### config.mk
export PLATFORM = sky130hd
export DESIGN_NAME = imem_loader
export DESIGN_NICKNAME = d
export VERILOG_FILES = /design/src/rtl/imem_loader.sv
export SDC_FILE = /design/constraint.sdc
export NUM_CORES = 1
export LEC_CHECK = 0
export BUFFER_PORTS_ARGS = -buffer_cell sky130_fd_sc_hd__buf_2
export CAP_MARGIN = 20
export CORE_MARGIN = 3
export CORE_UTILIZATION = 60
export DETAILED_ROUTE_END_ITERATION = 8
export GPL_ROUTABILITY_DRIVEN = 0
export GPL_TIMING_DRIVEN = 0
export PLACE_DENSITY = 0.81
export SLEW_MARGIN = 20
export SYNTH_ARGS = -nofsm -noshare
export SYNTH_HDL_FRONTEND = slang
export SYNTH_SLANG_ARGS = --single-unit
### constraint.sdc
create_clock -name clk -period 5.6 [get_ports clk]
set_input_delay 0.84 -clock clk [delete_from_list [all_inputs] [get_ports clk]]
set_output_delay 0.84 -clock clk [all_outputs]
set_load 0.05 [all_outputs]
### src/rtl/imem_loader.sv
// Loads a framed program image from a byte stream into instruction RAM,
// holding the CPU in reset while the image is being written.
module imem_loader #(
    parameter int ADDR_BITS      = 10,
    parameter int DATA_BITS      = 32,
    parameter int TIMEOUT_CYCLES = 1_000_000
) (
    input  logic                 clk,
    input  logic                 rst,
    input  logic [7:0]           rx_data,
    input  logic                 rx_valid,
    output logic                 rx_ready,
    output logic                 imem_we,
    output logic [ADDR_BITS-1:0] imem_addr,
    output logic [DATA_BITS-1:0] imem_wdata,
    output logic                 cpu_hold,
    output logic                 busy,
    output logic                 done,
    output logic                 error,
    output logic [ADDR_BITS:0]   words_loaded
);

    typedef enum logic [2:0] {
        IDLE, LEN_HI, LEN_LO, DATA, WRITE, CHK, DONE, ERROR
    } state_t;

    localparam int             TO_BITS = (TIMEOUT_CYCLES > 1) ? $clog2(TIMEOUT_CYCLES) : 1;
    localparam bit             TO_EN   = (TIMEOUT_CYCLES > 0);
    localparam int             TO_LAST_INT = (TIMEOUT_CYCLES > 0) ? TIMEOUT_CYCLES - 1 : 0;
    localparam logic [TO_BITS-1:0] TO_LAST = TO_BITS'(TO_LAST_INT);
    localparam logic [16:0]    MAX_LEN = 17'(1) << ADDR_BITS;
    localparam logic [7:0]     SYNC    = 8'hA5;

    state_t               state_reg;
    logic [7:0]           len_hi_reg;
    logic [15:0]          len_reg;
    logic [7:0]           chk_reg;
    logic [1:0]           byte_idx_reg;
    logic [DATA_BITS-1:0] word_reg;
    logic [TO_BITS-1:0]   to_cnt_reg;

    logic                 accept;
    logic [15:0]          len_rx;
    logic [DATA_BITS-1:0] word_shifted;
    logic [ADDR_BITS:0]   wl_inc;
    logic                 timed_out;
    logic                 in_timed_state;

    assign accept         = rx_valid && rx_ready;
    assign len_rx         = {len_hi_reg, rx_data};
    assign word_shifted   = {word_reg[DATA_BITS-9:0], rx_data};
    assign wl_inc         = words_loaded + 1'b1;
    assign timed_out      = TO_EN && (to_cnt_reg == TO_LAST);
    assign in_timed_state = (state_reg == LEN_HI) || (state_reg == LEN_LO) ||
                            (state_reg == DATA)   || (state_reg == CHK);

    always_ff @(posedge clk) begin
        if (rst) begin
            state_reg    <= IDLE;
            len_hi_reg   <= '0;
            len_reg      <= '0;
            chk_reg      <= '0;
            byte_idx_reg <= '0;
            word_reg     <= '0;
            to_cnt_reg   <= '0;
            rx_ready     <= 1'b1;
            imem_we      <= 1'b0;
            imem_addr    <= '0;
            imem_wdata   <= '0;
            cpu_hold     <= 1'b0;
            busy         <= 1'b0;
            done         <= 1'b0;
            error        <= 1'b0;
            words_loaded <= '0;
        end else begin
            imem_we <= 1'b0;

            // Idle-gap watchdog; an accepted byte always takes priority over expiry.
            if (in_timed_state) begin
                if (accept) begin
                    to_cnt_reg <= '0;
                end else if (timed_out) begin
                    state_reg <= ERROR;
                    error     <= 1'b1;
                    busy      <= 1'b0;
                end else if (TO_EN) begin
                    to_cnt_reg <= to_cnt_reg + 1'b1;
                end
            end

            case (state_reg)
                IDLE, DONE, ERROR: begin
                    if (accept && rx_data == SYNC) begin
                        state_reg    <= LEN_HI;
                        done         <= 1'b0;
                        error        <= 1'b0;
                        words_loaded <= '0;
                        chk_reg      <= '0;
                        imem_addr    <= '0;
                        byte_idx_reg <= '0;
                        to_cnt_reg   <= '0;
                        cpu_hold     <= 1'b1;
                        busy         <= 1'b1;
                    end
                end
                LEN_HI: begin
                    if (accept) begin
                        len_hi_reg <= rx_data;
                        state_reg  <= LEN_LO;
                    end
                end
                LEN_LO: begin
                    if (accept) begin
                        len_reg <= len_rx;
                        if ({1'b0, len_rx} > MAX_LEN) begin
                            state_reg <= ERROR;
                            error     <= 1'b1;
                            busy      <= 1'b0;
                        end else if (len_rx == 16'd0) begin
                            state_reg <= CHK;
                        end else begin
                            state_reg <= DATA;
                        end
                    end
                end
                DATA: begin
                    if (accept) begin
                        word_reg     <= word_shifted;
                        chk_reg      <= chk_reg + rx_data;
                        byte_idx_reg <= byte_idx_reg + 1'b1;
                        if (byte_idx_reg == 2'd3) begin
                            state_reg  <= WRITE;
                            imem_we    <= 1'b1;
                            imem_wdata <= word_shifted;
                            rx_ready   <= 1'b0;
                        end
                    end
                end
                WRITE: begin
                    // imem_addr is ADDR_BITS wide, so a full-depth image wraps it to 0.
                    imem_addr    <= imem_addr + 1'b1;
                    words_loaded <= wl_inc;
                    rx_ready     <= 1'b1;
                    to_cnt_reg   <= '0;
                    if (17'(wl_inc) == {1'b0, len_reg}) begin
                        state_reg <= CHK;
                    end else begin
                        state_reg <= DATA;
                    end
                end
                CHK: begin
                    if (accept) begin
                        busy <= 1'b0;
                        if (rx_data == chk_reg) begin
                            state_reg <= DONE;
                            done      <= 1'b1;
                            cpu_hold  <= 1'b0;
                        end else begin
                            state_reg <= ERROR;
                            error     <= 1'b1;
                        end
                    end
                end
                default: state_reg <= IDLE;
            endcase
        end
    end

endmodule

==> summary.md <==
| Metric | Value |
|---|---|
| IR drop worst, VDD | 0.2604 mV |
| Placed cells | 1025 |
| Post-route cell area | 7486 µm² |
| Number of synthesized register bits | 140 |
| Fin crit share | 42.98% |
| Mean Syn Cell Area | 7.836 µm² |
| DP HPWL | 12370 µm |
| Setup crit start kind | input port |
| CP Max Fanout | 7 |
| Max-cap violations | 0 |
| Layout area overhead | 16.22% |
| Vias in the first global route | 6047 |
| Synthesized area | 6441 µm² |
| CP required | 6.08 ns |
| Pins over their slew limit | 0 |
| Worst setup path class | input port to flop |
| Post-synthesis net count | 845 |
| Die height | 109.6 µm |
| Worst setup margin | 3.193 ns |
| Routed wire length per instance | 16.78 µm |
| Fin cells | 1057 |
| Post-synthesis sequential area ratio | 43.51% |
| DP Area | 6947 µm² |
| Power Density | 276.0 nW/µm² |
| ANT nets after route | 0 |
| Worst path max stage delay | 0.40 ns |
| Worst-path cell chain | buf_2 > ha_1 > a21o_1 > a211o_1 > a2111oi_1 > nor3_1 > a2111o_1 > nand3_1 |
| Share of the synthesized area in the top cell type | 43.51% |
| Setup_tns | 0 ns |
| Initial DRT Pass Iterations | 7 |
| Yosys warns | 0 |
| Main synth FF type | dfxtp_1 |
| Cts hold-fix bufs | 0 |
| DP Worst Slack | 2.703 ns |
| DRC | 0 |
| EDFF count, synth | 0 |
| Power Total | 2.066 mW |
| CTS tree | yes |
| RSZ-0062 raised after global routing | false |
| Drt initial violations | 565 |
| CTS resizes | 0 |
| Vias | 6420 |
| Clock latency on the worst-skew pair | 0.54 ns |
| FP Rows | 37 |
| Status | completed |
| Fin nets | 931 |
| Commonest cells in the netlist | nand2_1, dfxtp_1, a21oi_1 |
| Total GRT Usage | 30.64% |
| Longest Clk Path Bufs | 2 |
| Root buf cell | clkbuf_8 |
| Synth async-reset ratio | 0% |
| Chip width | 109.6 µm |
| Hold_ws | 0.4512 ns |
| Flip-flop count of the largest register after layout | 32 |
| Crit-path slowest cell | a2111o_1 |
| Top cells by area, synth | dfxtp_1, nand2_1, a21oi_1, nor2_1, nand3_1 |
| Die area | 12010 µm² |
| Port bufs | 67 |
| IO Count | 70 |
| Slew headroom | 44.50% |
| Fin. Hold Viols | 0 |
| Final setup fails | 0 |
| Element type at the critical path end | flop |
| Initial antenna violation count | 0 |
| F_max | 0.4154 GHz |
| Final wirelength | 17740 µm |
| Synth Instances | 822 |
| Share of cells above drive strength 1 | 14.77% |
| Hold WC Path Type | flop to flop |
| CP top delay family | compound AO/OA/AOI/OAI gates |
| GRT overflow | 0 |
| Worst Skew | 0.005905 ns |
| Clock sink total | 140 |
| Post-synth top area cell | dfxtp_1 |
| Slew @ Worst Pin | 0.8238 ns |
| P_leak | 2.803 nW |
| Synth cell types | 66 |
| Most frequent cell after synthesis | nand2_1 |
| Post-CTS setup buffers | 0 |
| Tmin final | 2.407 ns |
| Inserted Clock Buffers | 17 |
| First-pass GRT wire length | 28920 µm |
| Initial core utilization | 62.11% |
| Diode count | 0 |
| Core area | 10370 µm² |
| Largest net degree at the start of global routing | 17 |
| Buf+Inv Stages, Crit Path | 1 |
| Vias/cell | 6.074 |
| Final Util | 72.19% |
| CP Data Arrival Time | 2.89 ns |
| CTS H-tree depth | 4 |
| Clk pin slew, worst setup/hold paths | 0.06 ns |
where the power goes:
group	leakage [nW]	total, mW	internal [mW]	switching (mW)
logic	1.41	0.0540	0.0117	0.0422
registers	1.13	0.998	0.997	0.000709
clock network	0.266	1.01	0.589	0.426
kinds of logic after synthesis:
group | count (synthesis) | synth area share (%)
simple gates | 385 | 28.32
compound gates | 190 | 17.11
flops | 140 | 43.51
buf+inv | 62 | 3.963
xor+xnor | 25 | 3.399
fa+ha+maj | 12 | 2.448
mux | 8 | 1.243
area by class of cell:
cell class | count | area (µm²)
multi-input cells | 620 | 3383
fillers | 816 | 2884
flip-flops and latches | 140 | 2803
clock buffers | 22 | 473.0
repair buffers | 67 | 335.3
plain buffers | 54 | 225.2
well taps | 136 | 170.2
clock inverters | 10 | 66.31
inverters | 8 | 30.03
final timing paths:
check	from	end	slack, ns	cells past startpoint
worst max register to register	words_loaded[1]	state_reg[1]	3.26	8
worst max-delay path	rx_data[1]	chk_reg[7]	3.19	8
worst min-delay path	imem_wdata[11]	imem_wdata[11]	0.45	2
worst min register to register	imem_wdata[11]	imem_wdata[11]	0.45	2
metal layers:
| metal | vias to the layer above | GRT usage, % | routed length [µm] |
|---|---|---|---|
| li1 | 3037 | - | - |
| met1 | 2999 | 38.20 | 7415 |
| met2 | 330 | 51.05 | 8340 |
| met3 | 54 | 6.577 | 1447 |
| met4 | 0 | 13.36 | 534 |
| met5 | - | 0 | 0 |
worst min-delay path: stages, from the launching register on:
cell     delay, ns
dfxtp_1       0.30
nand2_1       0.05
a21oi_1       0.05
layout by cell type, fill, tap and decap left out, types with 3 or more instances in the layout:
cell,instances
clkbuf_8,5
xor2_1,9
inv_1,8
a211oi_1,3
nand4b_1,4
o21ai_0,28
and2_1,5
nor3_1,15
nand2_1,189
clkinv_4,3
ha_1,11
o22ai_1,3
buf_2,85
a221oi_1,3
a21o_1,4
a311oi_1,9
nand3_1,37
nand2b_1,4
nand3b_1,4
clkbuf_16,16
mux2i_1,8
clkbuf_1,35
and4_1,3
xnor2_1,16
or3_1,10
nor2b_1,3
and3_1,5
or2_2,5
nand4_1,8
nor4_1,8
clkinv_2,5
nor2_1,62
a31oi_1,5
or4_1,6
a21oi_1,115
dfxtp_1,140
Power figures use the tool's default switching activity.
